===== config.mk =====
export PLATFORM = sky130hd
export DESIGN_NAME = out_port_uart_tx
export DESIGN_NICKNAME = d
export VERILOG_FILES = /design/src/rtl/uart_pkg.sv /design/src/rtl/uart_tx.sv /design/src/rtl/out_port_uart_tx.sv
export SDC_FILE = /design/constraint.sdc
export NUM_CORES = 1
export LEC_CHECK = 0
export CORE_AREA = 2 2 78 80
export CTS_CLUSTER_DIAMETER = 30
export DETAILED_ROUTE_END_ITERATION = 12
export DIE_AREA = 0 0 80 82
export GPL_TIMING_DRIVEN = 0
export PLACE_DENSITY_LB_ADDON = 0.2
export SLEW_MARGIN = 20
export SYNTH_ARGS = -nofsm -noshare
export SYNTH_HDL_FRONTEND = slang
export SYNTH_SLANG_ARGS = --single-unit

===== constraint.sdc =====
create_clock -name clk_i -period 5.15 [get_ports clk_i]
set_input_delay 1.2875 -clock clk_i [delete_from_list [all_inputs] [get_ports clk_i]]
set_output_delay 1.2875 -clock clk_i [all_outputs]
set_load 0.005 [all_outputs]

===== src/rtl/uart_pkg.sv =====
// uart_pkg: types and constants shared by the UART RX and TX sides.
//   tx_state_t  - serializer states (IDLE, START, DATA, STOP)
//   ASCII_*     - character constants used to print OUT-port values
//   hex_ascii() - maps a nibble to its upper-case ASCII hex character
package uart_pkg;

  typedef enum logic [1:0] {
    IDLE  = 2'd0,
    START = 2'd1,
    DATA  = 2'd2,
    STOP  = 2'd3
  } tx_state_t;

  localparam logic [7:0] ASCII_ZERO      = 8'h30;
  localparam logic [7:0] ASCII_ALPHA_OFS = 8'h37;
  localparam logic [7:0] ASCII_CR        = 8'h0D;
  localparam logic [7:0] ASCII_LF        = 8'h0A;

  function automatic logic [7:0] hex_ascii(input logic [3:0] nib);
    if (nib < 4'd10) return ASCII_ZERO + {4'h0, nib};
    else             return ASCII_ALPHA_OFS + {4'h0, nib};
  endfunction

endpackage


===== src/rtl/uart_tx.sv =====
// uart_tx: 8N1 byte serializer, LSB first, line idle high.
//   clk_i    system clock
//   reset_i  synchronous active-high reset; aborts any frame in flight
//   data_i   byte to send, captured when start_i is seen in IDLE
//   start_i  request to send data_i; ignored while ready_o is low
//   ready_o  high only in IDLE
//   tx_o     registered serial line
module uart_tx
  import uart_pkg::*;
#(
  parameter int UART_DATA_LENGTH           = 8,
  parameter int TX_COUNTER_BITWIDTH        = 3,
  parameter int BAUD_COUNTS_PER_BIT        = 521,
  parameter int BAUD_RATE_COUNTER_BITWIDTH = 10
) (
  input  logic                        clk_i,
  input  logic                        reset_i,
  input  logic [UART_DATA_LENGTH-1:0] data_i,
  input  logic                        start_i,
  output logic                        ready_o,
  output logic                        tx_o
);

  localparam logic [BAUD_RATE_COUNTER_BITWIDTH-1:0] BAUD_LAST =
    BAUD_RATE_COUNTER_BITWIDTH'(BAUD_COUNTS_PER_BIT - 1);
  // The line output is registered, so the final stop-bit cycle is driven
  // while the FSM already sits in IDLE. Leaving STOP one count early lets a
  // queued byte start with no gap and keeps a frame at 10 bit times.
  localparam logic [BAUD_RATE_COUNTER_BITWIDTH-1:0] STOP_LAST =
    BAUD_RATE_COUNTER_BITWIDTH'(BAUD_COUNTS_PER_BIT - 2);
  localparam logic [TX_COUNTER_BITWIDTH-1:0] BIT_LAST =
    TX_COUNTER_BITWIDTH'(UART_DATA_LENGTH - 1);

  tx_state_t                              state_q, state_d;
  logic [BAUD_RATE_COUNTER_BITWIDTH-1:0]  baud_q, baud_d;
  logic [TX_COUNTER_BITWIDTH-1:0]         bit_q, bit_d;
  logic [UART_DATA_LENGTH-1:0]            shift_q, shift_d;
  logic                                   tx_q, tx_d;

  // NOTE: state registers use non-blocking assignments so every flop samples
  // the pre-edge values of the others, independent of block ordering.
  always_ff @(posedge clk_i) begin
    if (reset_i) begin
      state_q <= IDLE;
      baud_q  <= '0;
      bit_q   <= '0;
      shift_q <= '0;
      tx_q    <= 1'b1;
    end else begin
      state_q <= state_d;
      baud_q  <= baud_d;
      bit_q   <= bit_d;
      shift_q <= shift_d;
      tx_q    <= tx_d;
    end
  end

  // NOTE: every signal gets a default before the case so no path leaves a
  // value unassigned, which would otherwise infer a latch.
  always_comb begin
    state_d = state_q;
    baud_d  = baud_q + 1'b1;
    bit_d   = bit_q;
    shift_d = shift_q;
    tx_d    = 1'b1;
    unique case (state_q)
      IDLE: begin
        baud_d = '0;
        if (start_i) begin
          shift_d = data_i;
          state_d = START;
        end
      end
      START: begin
        tx_d = 1'b0;
        if (baud_q == BAUD_LAST) begin
          baud_d  = '0;
          bit_d   = '0;
          state_d = DATA;
        end
      end
      DATA: begin
        tx_d = shift_q[0];
        if (baud_q == BAUD_LAST) begin
          baud_d  = '0;
          shift_d = shift_q >> 1;
          if (bit_q == BIT_LAST) state_d = STOP;
          else                   bit_d   = bit_q + 1'b1;
        end
      end
      STOP: begin
        if (baud_q == STOP_LAST) begin
          baud_d  = '0;
          state_d = IDLE;
        end
      end
      default: state_d = IDLE;
    endcase
  end

  assign ready_o = (state_q == IDLE);
  assign tx_o    = tx_q;

endmodule


===== src/rtl/out_port_uart_tx.sv =====
// out_port_uart_tx: watches the CPU OUT register and prints every value
// change on a UART TX line as one ASCII hex character (8N1, LSB first).
//   clk_i       system clock
//   reset_i     synchronous active-high reset; aborts frame, drops queue
//   out_pins_i  CPU OUT register value
//   tx_o        UART serial line, idle high
//   busy_o      high while a frame is in flight or changes are queued
//   overflow_o  sticky until reset: a change was dropped on a full FIFO
// Build option: define OUT_UART_NEWLINE_EN to follow each hex character
// with CR and LF frames.
module out_port_uart_tx
  import uart_pkg::*;
#(
  parameter int REGISTER_WIDTH             = 4,
  parameter int UART_DATA_LENGTH           = 8,
  parameter int TX_COUNTER_BITWIDTH        = 3,
  parameter int BAUD_COUNTS_PER_BIT        = 521,
  parameter int BAUD_RATE_COUNTER_BITWIDTH = 10,
  parameter int FIFO_DEPTH                 = 4,
  parameter int FIFO_ADDR_WIDTH            = 2
) (
  input  logic                      clk_i,
  input  logic                      reset_i,
  input  logic [REGISTER_WIDTH-1:0] out_pins_i,
  output logic                      tx_o,
  output logic                      busy_o,
  output logic                      overflow_o
);

  logic [REGISTER_WIDTH-1:0] last_q;
  logic [REGISTER_WIDTH-1:0] fifo_mem [FIFO_DEPTH];
  logic [FIFO_ADDR_WIDTH:0]  wr_ptr_q, rd_ptr_q;   // extra MSB tells full from empty
  logic                      fifo_empty, fifo_full;
  logic                      change, push, pop;
  logic [REGISTER_WIDTH-1:0] head;
  logic                      tx_ready, tx_start, sub_busy;
  logic [7:0]                tx_byte;
  logic                      busy_q, overflow_q;

  assign fifo_empty = (wr_ptr_q == rd_ptr_q);
  assign fifo_full  = (wr_ptr_q[FIFO_ADDR_WIDTH] != rd_ptr_q[FIFO_ADDR_WIDTH]) &&
                      (wr_ptr_q[FIFO_ADDR_WIDTH-1:0] == rd_ptr_q[FIFO_ADDR_WIDTH-1:0]);
  assign head       = fifo_mem[rd_ptr_q[FIFO_ADDR_WIDTH-1:0]];
  assign change     = (out_pins_i != last_q);
  // A same-cycle pop frees the slot, so a push into a full FIFO still lands.
  assign push       = change && (!fifo_full || pop);

`ifdef OUT_UART_NEWLINE_EN
  // 0: hex character (pops the FIFO), 1: CR, 2: LF
  logic [1:0] char_idx_q;

  always_comb begin
    pop      = tx_ready && (char_idx_q == 2'd0) && !fifo_empty;
    tx_start = tx_ready && ((char_idx_q != 2'd0) || !fifo_empty);
    unique case (char_idx_q)
      2'd1:    tx_byte = ASCII_CR;
      2'd2:    tx_byte = ASCII_LF;
      default: tx_byte = hex_ascii(head);
    endcase
  end

  always_ff @(posedge clk_i) begin
    if (reset_i)       char_idx_q <= 2'd0;
    else if (tx_start) char_idx_q <= (char_idx_q == 2'd2) ? 2'd0 : char_idx_q + 2'd1;
  end

  assign sub_busy = (char_idx_q != 2'd0);
`else
  assign pop      = tx_ready && !fifo_empty;
  assign tx_start = pop;
  assign tx_byte  = hex_ascii(head);
  assign sub_busy = 1'b0;
`endif

  always_ff @(posedge clk_i) begin
    if (reset_i) begin
      last_q     <= '0;
      wr_ptr_q   <= '0;
      rd_ptr_q   <= '0;
      busy_q     <= 1'b0;
      overflow_q <= 1'b0;
    end else begin
      if (change) last_q   <= out_pins_i;
      if (push)   wr_ptr_q <= wr_ptr_q + 1'b1;
      if (pop)    rd_ptr_q <= rd_ptr_q + 1'b1;
      busy_q     <= push || !fifo_empty || !tx_ready || sub_busy;
      overflow_q <= overflow_q || (change && !push);
    end
  end

  // NOTE: storage is not reset; the pointers alone define which entries are
  // valid, so clearing the array would only cost reset fan-out.
  always_ff @(posedge clk_i) begin
    if (push) fifo_mem[wr_ptr_q[FIFO_ADDR_WIDTH-1:0]] <= out_pins_i;
  end

  uart_tx #(
    .UART_DATA_LENGTH          (UART_DATA_LENGTH),
    .TX_COUNTER_BITWIDTH       (TX_COUNTER_BITWIDTH),
    .BAUD_COUNTS_PER_BIT       (BAUD_COUNTS_PER_BIT),
    .BAUD_RATE_COUNTER_BITWIDTH(BAUD_RATE_COUNTER_BITWIDTH)
  ) u_tx (
    .clk_i  (clk_i),
    .reset_i(reset_i),
    .data_i (tx_byte),
    .start_i(tx_start),
    .ready_o(tx_ready),
    .tx_o   (tx_o)
  );

  assign busy_o     = busy_q;
  assign overflow_o = overflow_q;

endmodule


==> results.toml <==
[status]
run_status = "finished, final reports clean"

[yosys]
synth_fa_ha_area_frac = 0.0741
synthCells = 237
synth_edf_count = 16
synth.net_count = 258
synthXorXnorAreaFrac = 0.0692
yosys.area.top_type = "dfxtp_1"
synth_top_family_by_area = "simple AND/OR/NAND/NOR gates"
synth.most_common_cell = "dfxtp_1"
syn_avg_cell_area_um2 = 10.7
synthTopCellsByCount = "dfxtp_1 (37), nor2_1 (18), edfxtp_1 (16)"
synthSimpleGateAreaFrac = 0.159
ys.flop_type = "dfxtp_1"
synthesis.area_mm2 = 0.00253
synth_compound_area_frac = 0.126
synth_cell_types = 47
ys_seq_area_frac = 0.482
synth_top_area_frac = 0.293
synthMuxAreaShare = 0.0514
netlist_top_cells_area = "dfxtp_1 (29%), edfxtp_1 (19%), ha_1 (7.4%)"
async_reset_ff_frac = 0
ys_warn_count = 0
synth-seq-cells = 53

[cells_and_area]
syn_to_final_growth_pct = 10.6
fin_nets = 273
nFillCells = 559
multi_input_area_mm2 = 0.00121
drive_gt1_frac = 0.0672
antenna_cells = 0
seq_area_mm2 = 0.00122
postLayoutCoreUtil = 0.487

[floorplanning]
io_pins = 9
rows = 28
coreArea_mm2 = 0.00575
die_h_um = 82
die_w_um = 80
die_area_mm2 = 0.00656
initial_utilization = 0.441

[route]
vias = 1729
antenna_left = 0
detail_route.wl_per_cell_um = 14.0
wirelength_mm = 4.61
drt-pass1-iter-count = 4
drc = 0
viasPerCell = 5.27
drt_iter0_markers = 121

[clock_network]
htree_levels = 2
postCtsSetupRepairBufs = 0
postCtsResizedCells = 0
clock_latency_ns = 0.31
clk_path_buf_depth = 2
path_clk_slew_ns = 0.10
cts_hold_buf = 0
clockRootBuffer = "clkbuf_8"
cts_sinks = 53
cts_buffers = 5
cts_tree = "built"

[timing]
final_hold_viol_count = 0
whs_ns = 0.478
slew_headroom = 0.500
setup_violations = 0
period_minus_slack_ns = 2.92
rsz0062_at_grt = "false"
skew_ns = 0.00521
setup_tns_ns = 0
tightest_slew_ns = 0.743
period_share = 0.568
drv_slew = 0
fmax_ghz = 0.342

[grt]
antenna_found_initial = 0
grt-ovfl-total = 0
grt_usage = 0.155
grt_pass1_wl_mm = 7.85
grt_pass1_vias = 1600
grt_max_degree = 19

[critical_path]
arrival_ns = 2.88
r2r-start = "u_tx.baud_q[5]$_SDFF_PP0_"
end_kind = "flip-flop"
crit_type = "in2reg"
endpoint = "fifo_mem[3][3]$_DFFE_PP_"
r2r_slack_ns = 2.99
critPathLaunch = "out_pins_i[3]"
cp_data_required_time_ns = 5.10
worstReg2RegEnd = "u_tx.shift_q[2]$_SDFFE_PP0P_"
reg2reg_depth = 5
cp_max_fo = 6
start_kind = "primary input"

[power_and_ir_drop]
ir_worst_vdd_uv = 158
power_density_mw_per_mm2 = 434
leakage_uw = 0.00102
p_total_uw = 1210

[run]
cap_viol_max_count = 0

[place]
port_buffers = 8
place.gp.congestion = 0.743
dp_hpwl_mm = 3.36

[worst_hold_path]
worstHoldPathType = "reg2reg"
==> logic make-up (layout without fill, tap and decap cells) <==
logic type      Yosys count  in the layout
compound gates           46             46
xor+xnor                 20             20
fa+ha+maj                15             15
buf+inv                  23             39
flops                    53             53
mux                       8              8
simple gates             72             72
==> layout by cell type, fill, tap and decap left out, types with 2 or more instances in the layout <==
master            n
o31ai_1           4
nand3_1           6
inv_1            15
mux2i_1           4
a211o_1           2
and4_1            3
nand2b_1          7
a21oi_1          13
or4_1             4
nand4_1           8
xor2_1           12
nor2b_1           6
clkbuf_1          5
o41ai_1           2
nand2_1           6
and3_1            5
xnor2_1           8
edfxtp_1         16
mux4_2            4
ha_1             15
a211oi_1          2
dfxtp_1          37
clkbuf_8          5
nor2_1           18
o21ai_0          10
clkdlybuf4s50_1   8
clkinv_4          2
or3_1             2
nor3_1            2
==> layer usage <==
| layer | track usage | part of all wire | vias to the layer above |
|---|---|---|---|
| li1 | - | - | 900 |
| met1 | 0.215 | 0.52 | 808 |
| met2 | 0.246 | 0.45 | 15 |
| met3 | 0.0297 | 0.017 | 6 |
| met4 | 0.0458 | 0.013 | 0 |
| met5 | 0 | 0 | - |
==> stage by stage <==
stage	instance area (µm²)	cells	setup WS, ns
floorplan	2530	237	2.77
global placement	2710	320	1.86
detailed placement	2710	320	1.84
CTS	2800	328	2.18
global route	2800	328	2.15
finish	2800	328	2.23
==> worst max-delay path, stage by stage <==
cell and delay [ns]:
clkdlybuf4s50_1 0.51, xnor2_1 0.19, and4_1 0.27, nor3_1 0.61
==> report_power, final <==
part | internal [µW] | total [µW] | switching, µW | leakage (µW)
clock network | 99.4 | 246 | 147 | 0.0000487
registers | 497 | 547 | 49.7 | 0.000453
logic | 189 | 422 | 233 | 0.000520
==> registers in the layout, summed over array words and instances, names as in the netlist, named ones only <==
name,count
u_tx.state_q,2
overflow_o,1
fifo_mem,16
busy_o,1
rd_ptr_q,3
u_tx.baud_q,10
u_tx.shift_q,7
u_tx.tx_o,1
last_q,4
u_tx.bit_q,3
wr_ptr_q,3
==> how the worst min path moves through the flow <==
stage	endpoint	from	depth (start not counted)	slack [ns]
finish	u_tx.shift_q[6]$_SDFFE_PP0P_	u_tx.shift_q[6]$_SDFFE_PP0P_	2	0.48
CTS	u_tx.shift_q[6]$_SDFFE_PP0P_	u_tx.shift_q[6]$_SDFFE_PP0P_	2	0.48
floorplan	u_tx.tx_o$_SDFF_PP1_	u_tx.shift_q[0]$_SDFFE_PP0P_	2	0.44
global route	u_tx.bit_q[1]$_SDFFE_PP0P_	u_tx.bit_q[1]$_SDFFE_PP0P_	2	0.50
global placement	u_tx.tx_o$_SDFF_PP1_	u_tx.shift_q[0]$_SDFFE_PP0P_	2	0.45
detailed placement	overflow_o$_SDFF_PP0_	overflow_o$_SDFF_PP0_	2	0.46
==> area by class of cell <==
type,instances,area share
sequential,53,0.436
clock inverter,3,0.00938
clock buffer,5,0.0246
multi-input combinational,161,0.434
buffer,7,0.0125
tap,75,0.0335
inverter,16,0.0214
timing repair buffer,8,0.0286
(Power assumes the default switching activity.)
